$ cat src/rtl/fifo_pkg.sv
// Shared constants and helpers for blocks that consume the 64-bit FIFO.
`default_nettype none

package fifo_pkg;

  localparam int FIFO_DATA_W = 64;

  function automatic int beats_of(input int out_w);
    return FIFO_DATA_W / out_w;
  endfunction

  function automatic bit width_ok(input int out_w);
    return (out_w > 0) && (out_w <= FIFO_DATA_W) && ((FIFO_DATA_W % out_w) == 0);
  endfunction

endpackage

`default_nettype wire

$ cat src/rtl/fifo_drain_serializer.sv
// Drains the 64-bit FIFO (one-cycle read latency) and serialises each word
// into OUT_W-bit beats on a valid/ready stream.
`default_nettype none

module fifo_drain_serializer
  import fifo_pkg::*;
#(
  parameter int OUT_W     = 16,
  parameter bit MSB_FIRST = 1'b0
) (
  input  logic                   clk,
  input  logic                   rst,
  input  logic                   flush,
  input  logic [FIFO_DATA_W-1:0] fifo_dout,
  input  logic                   fifo_empty,
  output logic                   fifo_rd_en,
  output logic [OUT_W-1:0]       out_data,
  output logic                   out_valid,
  input  logic                   out_ready,
  output logic                   out_last,
  output logic [31:0]            word_count
);

  localparam int BEATS = beats_of(OUT_W);
  localparam int CNT_W = (BEATS > 1) ? $clog2(BEATS) : 1;
  localparam logic [CNT_W-1:0] LAST_BEAT = CNT_W'(BEATS - 1);

  if (!width_ok(OUT_W)) begin : g_width_check
    $error("fifo_drain_serializer: OUT_W must divide %0d", FIFO_DATA_W);
  end

  logic                   staged;
  logic                   wvalid;
  logic [CNT_W-1:0]       cnt;
  logic [FIFO_DATA_W-1:0] wbuf;

  logic accept;
  logic done;
  logic load;
  logic rd_req;

  assign accept = wvalid && out_ready;
  assign done   = accept && (cnt == LAST_BEAT);
  assign load   = staged && (!wvalid || done);

  // A new read may overlap the load of the staged word: the FIFO updates
  // dout at the same edge wbuf captures the old value.
  assign rd_req     = !fifo_empty && !flush && (!staged || load);
  assign fifo_rd_en = rd_req && !rst;

  assign out_valid = wvalid;
  assign out_last  = wvalid && (cnt == LAST_BEAT);

  if (MSB_FIRST) begin : g_msb_first
    assign out_data = wbuf[FIFO_DATA_W-1 -: OUT_W];
  end else begin : g_lsb_first
    assign out_data = wbuf[OUT_W-1:0];
  end

  always_ff @(posedge clk or posedge rst) begin
    if (rst) begin
      staged     <= 1'b0;
      wvalid     <= 1'b0;
      cnt        <= '0;
      wbuf       <= '0;
      word_count <= '0;
    end else begin
      if (done) begin
        word_count <= word_count + 32'd1;
      end

      if (flush) begin
        staged <= 1'b0;
        wvalid <= 1'b0;
        cnt    <= '0;
      end else begin
        if (rd_req) begin
          staged <= 1'b1;
        end else if (load) begin
          staged <= 1'b0;
        end

        if (load) begin
          wbuf   <= fifo_dout;
          wvalid <= 1'b1;
          cnt    <= '0;
        end else if (accept) begin
          if (cnt == LAST_BEAT) begin
            wvalid <= 1'b0;
          end else begin
            cnt <= cnt + 1'b1;
            if (MSB_FIRST) begin
              wbuf <= wbuf << OUT_W;
            end else begin
              wbuf <= wbuf >> OUT_W;
            end
          end
        end
      end
    end
  end

endmodule

`default_nettype wire

$ cat config.mk
export PLATFORM = sky130hd
export DESIGN_NAME = fifo_drain_serializer
export DESIGN_NICKNAME = d
export VERILOG_FILES = /design/src/rtl/fifo_pkg.sv /design/src/rtl/fifo_drain_serializer.sv
export SDC_FILE = /design/constraint.sdc
export NUM_CORES = 1
export LEC_CHECK = 0
export CAP_MARGIN = 20
export CORE_MARGIN = 4
export CORE_UTILIZATION = 28
export DETAILED_ROUTE_END_ITERATION = 7
export GPL_TIMING_DRIVEN = 0
export PLACE_DENSITY = 0.53
export SETUP_SLACK_MARGIN = 0.15
export SLEW_MARGIN = 20
export SYNTH_ARGS = -nofsm -noshare
export SYNTH_HDL_FRONTEND = slang
export SYNTH_SLANG_ARGS = --single-unit
$ cat constraint.sdc
create_clock -name clk -period 4.6 [get_ports clk]
set_input_delay 0.92 -clock clk [delete_from_list [all_inputs] [get_ports clk]]
set_output_delay 0.92 -clock clk [all_outputs]
set_load 0.01 [all_outputs]
Yosys cells after proc, flatten, opt, wreduce, memory -nomap -nowiden
Cells that the tools add are included.
- output and inout port bits: 51
- bits in registers: 100
- word-level logic and storage cells: 46
- bitwise logic cells: 1
- $add $sub $neg: 2
- mux-type cells: 14
- equality and inequality tests: 3
- reductions and logical operators: 21
- operator list (cell ; number):
    $mux W64 ; 3
    $add A32 B1 Y32 const B ; 1
    $reduce_bool A3 Y1 ; 3
    $mux W2 ; 4
    $logic_and A1 B1 Y1 ; 7
    $mux W1 ; 7
    $logic_not A1 Y1 ; 5
    $reduce_and A2 Y1 ; 2
    $ne A3 B3 Y1 const B ; 1
    $reduce_and A3 Y1 ; 1
    $add A2 B1 Y2 const B ; 1
    $eq A2 B2 Y1 const B ; 1
    $logic_or A1 B1 Y1 ; 2
    $ne A2 B2 Y1 const B ; 1
    $reduce_bool A2 Y1 ; 1
    $not A1 Y1 ; 1

Longest topological paths before layout
Gate-level depths: netlist of the first run.
- word-level depth: 8
- mapped depth: 8
- depth with buffers taken out: 6

Worst setup path after synthesis of the first run
No wires, ideal clock.
- path kind: input to output
- from: input port out_ready
- to: output port fifo_rd_en
- arrival: 1.500 ns
- path slack: 2.180 ns
- stages on the path: 3
- buffers on the path: 0
- cells stage by stage: nand2_1 nand3_1 nor4b_1
- longest elaborated chain between the ends: 7
- RTL lines (what ; line ; source):
    from (decl) ; fifo_drain_serializer.sv:19 ; input logic out_ready,
    $logic_and A1 B1 Y1 ; fifo_drain_serializer.sv:42 ; assign accept = wvalid && out_ready;
    $logic_and A1 B1 Y1 ; fifo_drain_serializer.sv:43 ; assign done = accept && (cnt == LAST_BEAT);
    $logic_or A1 B1 Y1 ; fifo_drain_serializer.sv:44 ; assign load = staged && (!wvalid || done);
    $logic_and A1 B1 Y1 ; fifo_drain_serializer.sv:44 ;
    $logic_or A1 B1 Y1 ; fifo_drain_serializer.sv:48 ; assign rd_req = !fifo_empty && !flush && (!staged || load);
    $logic_and A1 B1 Y1 ; fifo_drain_serializer.sv:48 ;
    $logic_and A1 B1 Y1 ; fifo_drain_serializer.sv:49 ; assign fifo_rd_en = rd_req && !rst;
    to (decl) ; fifo_drain_serializer.sv:16 ; output logic fifo_rd_en,
Every way passes these cells.

Worst setup path after layout of the first run
Ends and elaborated chain as after synthesis.

==> results of run 1 <==
-- logic make-up after synthesis --
family,count (synthesis),synth area share (%)
AOI/OAI and AO/OA,71,9.406
adders and majority gates,2,0.5500
xor gates and xnor gates,31,5.968
buffers and inverters,41,5.335
DFF,100,55.01
and+or+nand+nor,120,12.95
muxes,49,10.78
-- layout by cell type (no fill, tap or decap), types with 9 or more instances in the layout --
cell and n:
a22o_1 16, and3_1 9, buf_2 11, buf_4 20
clkbuf_16 9, clkdlybuf4s50_1 119, dfrtp_1 100, mux2i_1 49
nand2_1 63, nand3_1 17, nor2_1 12, o21ai_0 48
xnor2_1 19, xor2_1 12
-- how the worst max path moves through the flow --
stage | startpoint | cells after the start | endpoint
4_1_cts | out_ready | 5 | fifo_rd_en
3_5_place_dp | out_ready | 5 | fifo_rd_en
6_report | out_ready | 5 | fifo_rd_en
2_1_floorplan | rst | 1 | cnt[0]
3_3_place_gp | rst | 2 | wbuf[3]
5_1_grt | out_ready | 5 | fifo_rd_en
-- sequential cells by signal (all words and copies together), names as in the netlist --
register	count
staged	1
out_valid	1
word_count	32
wbuf	64
cnt	2
-- metal layers --
metal / vias to the layer above / routed length [µm]
met4: 2 / 100
met1: 1616 / 5347
met3: 9 / 571
met5: - / 13
li1: 1682 / -
met2: 84 / 5348
-- layout make-up --
class	instances	area [µm²]	share of cell area (%)
sequential	100	2502	39.28
multi-input combinational	273	1804	28.32
timing repair buffer	120	1219	19.13
tap	216	270.3	4.242
clock buffer	11	242.7	3.810
buffer	35	220.2	3.456
clock inverter	5	85.08	1.335
inverter	6	27.53	0.4321
-- worst register-to-register path, stage by stage (launching register included) --
cell and delay, ns:
dfrtp_1 0.39, ha_1 0.25, inv_1 0.07, a21oi_1 0.25, a211o_1 0.24, buf_2 0.24, clkbuf_1 0.35, o21ai_0 0.16
-- per-stage QoR --
stage | cell area (µm²) | total power (W) | utilization (%) | instances | setup slack (ns)
2_1_floorplan | 4549 | 0.001369 | - | 414 | 1.061
3_3_place_gp | 6011 | 0.001594 | 37.84 | 749 | -0.5688
3_5_place_dp | 6043 | 0.001610 | 38.04 | 750 | 1.094
4_1_cts | 6371 | 0.002444 | 40.11 | 766 | 1.067
5_1_grt | 6371 | 0.002552 | 40.11 | 766 | 0.9499
6_report | 6371 | 0.002410 | 40.11 | 766 | 1.075
-- power by group --
part | leakage, nW | switching [W] | internal [W]
Sequential | 1.32 | 0.0000806 | 0.00102
Combinational | 1.57 | 0.000202 | 0.000281
Clock | 0.156 | 0.000334 | 0.000494
Total | 3.04 | 0.000617 | 0.00179
==> flow_summary.toml, run 1 <==
[setup_path]
crit_slowest_cell = "clkdlybuf4s50_1"
required_ns = 3.68
cp_data_arrival_time_ns = 2.60
crit_chain = "clkdlybuf4s50_1, nand2_1, nand3_1, nor4b_1, clkdlybuf4s50_1"
crit_path_end_kind = "primary output"
cp-start-kind = "input port"
r2r-start = "cnt[0]"
cp_top_family = "buffers and inverters"
cp_common_cell = "clkdlybuf4s50_1"
path_class = "input port to primary output"
cpPeakStageDelay_ns = 0.60
cp_num_buf_inv = 2
r2r_cells = 7
reg2reg_slack_ns = 2.51
crit_fanout = 6
worstReg2RegEnd = "wbuf[5]"

[finish]
layout.nets = 616
layout-area-overhead-vs-synth_pct = 40.04
n_fill_cell = 1606
diodes = 0
drive_gt1_share_pct = 9.636

[timing]
worstMarginPinSlew_ns = 0.5088
slew_headroom_pct = 65.96
timing.fmax_mhz = 283.7
hold_ws_ns = 0.4630
setup_viol = 0
finClkSkew_ns = 0.009052
hold_viol = 0
finalCriticalPeriod_ns = 3.525
tns_ns = 0
period_share_pct = 76.62
slew_viol_final = 0
rsz0062_at_grt = "false"

[synth]
synth_ff_type = "dfrtp_1"
synthCells = 414
syn-cell-area_um2 = 4549
synth_nets = 485
synth_area_leaders = "dfrtp_1 55%, mux2i_1 11%, o21ai_0 5.3%"
syn_avg_cell_area_um2 = 10.99
yosys.area.top_type_share_pct = 55.01
yosysTopAreaCell = "dfrtp_1"
synth-edff-count = 0
synth.top_cells.by_count = "100 x dfrtp_1, 63 x nand2_1, 49 x mux2i_1, 48 x o21ai_0, 20 x buf_4"
synth_most_common_cell = "dfrtp_1"
async_flop_share_pct = 100.0
yosysSeqAreaShare_pct = 55.01
yosysWarnings = 0
synth_cell_types = 30
yosys_register_bits = 100

[worst_hold_path]
hold_path_class = "flip-flop to flip-flop"
whs_endpoint = "word_count[31]"
hold_start = "word_count[31]"
hold_depth = 1

[place]
detailed_place_hpwl_um = 8916
io_buffers = 119
gp_congestion = 0.7428

[global_route]
gr-max-usage-layer = "met2"
grt_max_degree = 65
grt_usage_pct = 12.73
grt_overflow = 0
gr-usage-met1_pct = 17.47
grt_use_met3_pct = 3.938
grt_pass1_vias = 3453
use_met2_pct = 19.94
antenna_found_initial = 1
grt_pass1_wl_um = 18380

[clocking]
cts_root_buf = "clkbuf_16"
numCtsBuffers = 9
holdBufCountCts = 0
cts_tree = "built"
cts.sink_count = 100
clk_latency_ns = 0.35
clockBufferDepth = 2
cts_resized = 0
post_cts_buffers = 0
h-tree-depth = 3
clkSlewWorstSetupHoldPaths_ns = 0.06

[flow_run]
maxCapViolations = 0

[die]
die_x_um = 135.5
core_um2 = 15890
initial_core_util_pct = 28.64
ios = 120
dieHeight_um = 135.5
row_count = 46
dieArea_um2 = 18350

[routing]
detail_route.wl_per_cell_um = 14.86
firstDrtPassIters = 6
drc = 0
viasPerCell = 4.430
antenna_left = 0
dr_total_vias = 3393
drt-total-wl_um = 11380
drt-initial-drc-count = 156

[power_and_ir_drop]
leakage_nw = 3.044
ir_worst_vdd_mv = 0.1728
power.density_nw_per_um2 = 378.3

[run_status]
status = "finished, final reports clean"
Power figures use the tool's default switching activity.
==> run 2: changes to the inputs <==
Settings changed: PLACE_DENSITY 0.53 to 0.55.
Clock period 4.6 ns to 3 ns, I/O delays scaled along.
==> run 2 against run 1 <==
Against the previous run: largest cell class unchanged; first-iteration DRC count down 23%; clock power grew 43%; sequential power grew 54%; sequential share of layout area about the same.
==> flow_summary.toml, run 2 (synthesized netlist as in run 1, its figures left out) <==
[run_status]
status = "finished, final reports clean"

[die]
die_x_um = 135.5
core_um2 = 15890
initial_core_util_pct = 28.64
row_count = 46
ios = 120
dieArea_um2 = 18350
dieHeight_um = 135.5

[timing]
finClkSkew_ns = 0.009229
slew_headroom_pct = 67.23
worstMarginPinSlew_ns = 0.4898
rsz0062_at_grt = "false"
setup_viol = 0
hold_viol = 0
period_share_pct = 85.53
timing.fmax_mhz = 389.7
tns_ns = 0
finalCriticalPeriod_ns = 2.566
slew_viol_final = 0

[setup_path]
crit_fanout = 6
reg2reg_slack_ns = 0.97
worstReg2RegEnd = "wbuf[7]"
required_ns = 2.40
path_class = "input port to primary output"
crit_path_end_kind = "primary output"
r2r-start = "cnt[0]"
r2r_cells = 7
cp-start-kind = "input port"
cp_data_arrival_time_ns = 1.97

[clocking]
clkSlewWorstSetupHoldPaths_ns = 0.07
numCtsBuffers = 9
h-tree-depth = 3
clockBufferDepth = 2
clk_latency_ns = 0.35
cts.sink_count = 100
cts_tree = "built"
cts_root_buf = "clkbuf_16"
holdBufCountCts = 0

[worst_hold_path]
hold_start = "word_count[31]"
hold_depth = 1
whs_endpoint = "word_count[31]"
hold_path_class = "flip-flop to flip-flop"

[power_and_ir_drop]
combPwrFrac_pct = 20.5
leakage_nw = 3.051
seqPwrFrac_pct = 46.8
p_int_w = 0.002670
clockPowerShare_pct = 32.7
p_sw_w = 0.0009330
swShare_pct = 25.89
ir_worst_vdd_mv = 0.2595
p_total_w = 0.003603
power.density_nw_per_um2 = 565.2

[place]
detailed_place_hpwl_um = 9057
place_area_um2 = 6075
gp_congestion = 0.7467
io_buffers = 119

[routing]
drc = 0
firstDrtPassIters = 4
drt-initial-drc-count = 120
drt-total-wl_um = 11390
viasPerCell = 4.433
antenna_left = 0
dr_total_vias = 3400
detail_route.wl_per_cell_um = 14.86

[finish]
n_fill_cell = 1595
diodes = 0
largest-register = "wbuf"
multi_input_area_um2 = 1804
largest_reg_flops = 64
final_area_um2 = 6375
regArea_um2 = 2502
layout_commonest_cell = "clkdlybuf4s50_1"
drive_gt1_share_pct = 9.800
layout_common_cells = "118 x clkdlybuf4s50_1, 100 x dfrtp_1, 63 x nand2_1"
layout-area-overhead-vs-synth_pct = 40.13
layout.nets = 618
largestRegisters = "wbuf: 64 flops, word_count: 32 flops, cnt: 2 flops"

[global_route]
grt_overflow = 0
grt_max_degree = 35
antenna_found_initial = 0
grt_pass1_vias = 3535
grt_usage_pct = 12.90
grt_pass1_wl_um = 18620

[flow_run]
maxCapViolations = 0
==> run 2: through the flow <==
stage	std cells	setup slack, ns	hold WS, ns	utilization (%)
floorplan	414	1.210	0.4496	-
global placement	749	0.1327	0.4591	37.86
detailed placement	752	0.1419	0.4731	38.24
CTS	767	0.4158	0.4850	40.13
global route	767	0.2988	0.4897	40.13
finish	767	0.4341	0.4744	40.13
==> run 2: power groups by stage <==
| stage | Clock [W] | Combinational, W | Sequential, W |
|---|---|---|---|
| 2_1_floorplan | 0 | 0.000431 | 0.00167 |
| 3_3_place_gp | 0 | 0.000729 | 0.00171 |
| 3_5_place_dp | 0 | 0.000754 | 0.00172 |
| 4_1_cts | 0.00123 | 0.000755 | 0.00169 |
| 5_1_grt | 0.00128 | 0.000826 | 0.00172 |
| 6_report | 0.00118 | 0.000738 | 0.00169 |
==> run 2: what timing repair did <==
item	CTS	global route
setup buffers	0	0
endpoints found under the setup margin	1	0
resized for setup	1	0
==> run 2: worst max path at each step <==
stage | slack, ns | endpoint | cells past startpoint | start
floorplan | 1.21 | cnt[0] | 1 | rst
global route | 0.30 | fifo_rd_en | 5 | out_ready
detailed placement | 0.14 | fifo_rd_en | 5 | out_ready
global placement | 0.13 | fifo_rd_en | 5 | out_ready
CTS | 0.42 | fifo_rd_en | 5 | out_ready
finish | 0.43 | fifo_rd_en | 5 | out_ready
==> run 2: critical path, stage by stage <==
cell and delay [ns]:
clkdlybuf4s50_1 0.58, nand2_1 0.12, nand3_1 0.12, nor4b_1 0.23
dlygate4sd2_1 0.31
==> run 2: layout make-up <==
type	instances	share of cell area, %
Sequential cell	100	39.25
Clock buffer	11	3.808
Inverter	6	0.4122
Buffer	35	3.454
Tap cell	216	4.239
Timing Repair Buffer	122	19.61
Multi-Input combinational cell	273	28.30
Clock inverter	4	0.9225
==> run 2: metal layers <==
metal | part of all wire [%] | track usage (%)
met1 | 46 | 17.42
met2 | 48 | 20.41
met3 | 4.4 | 3.306
met4 | 1.4 | 4.031
met5 | 0 | 0
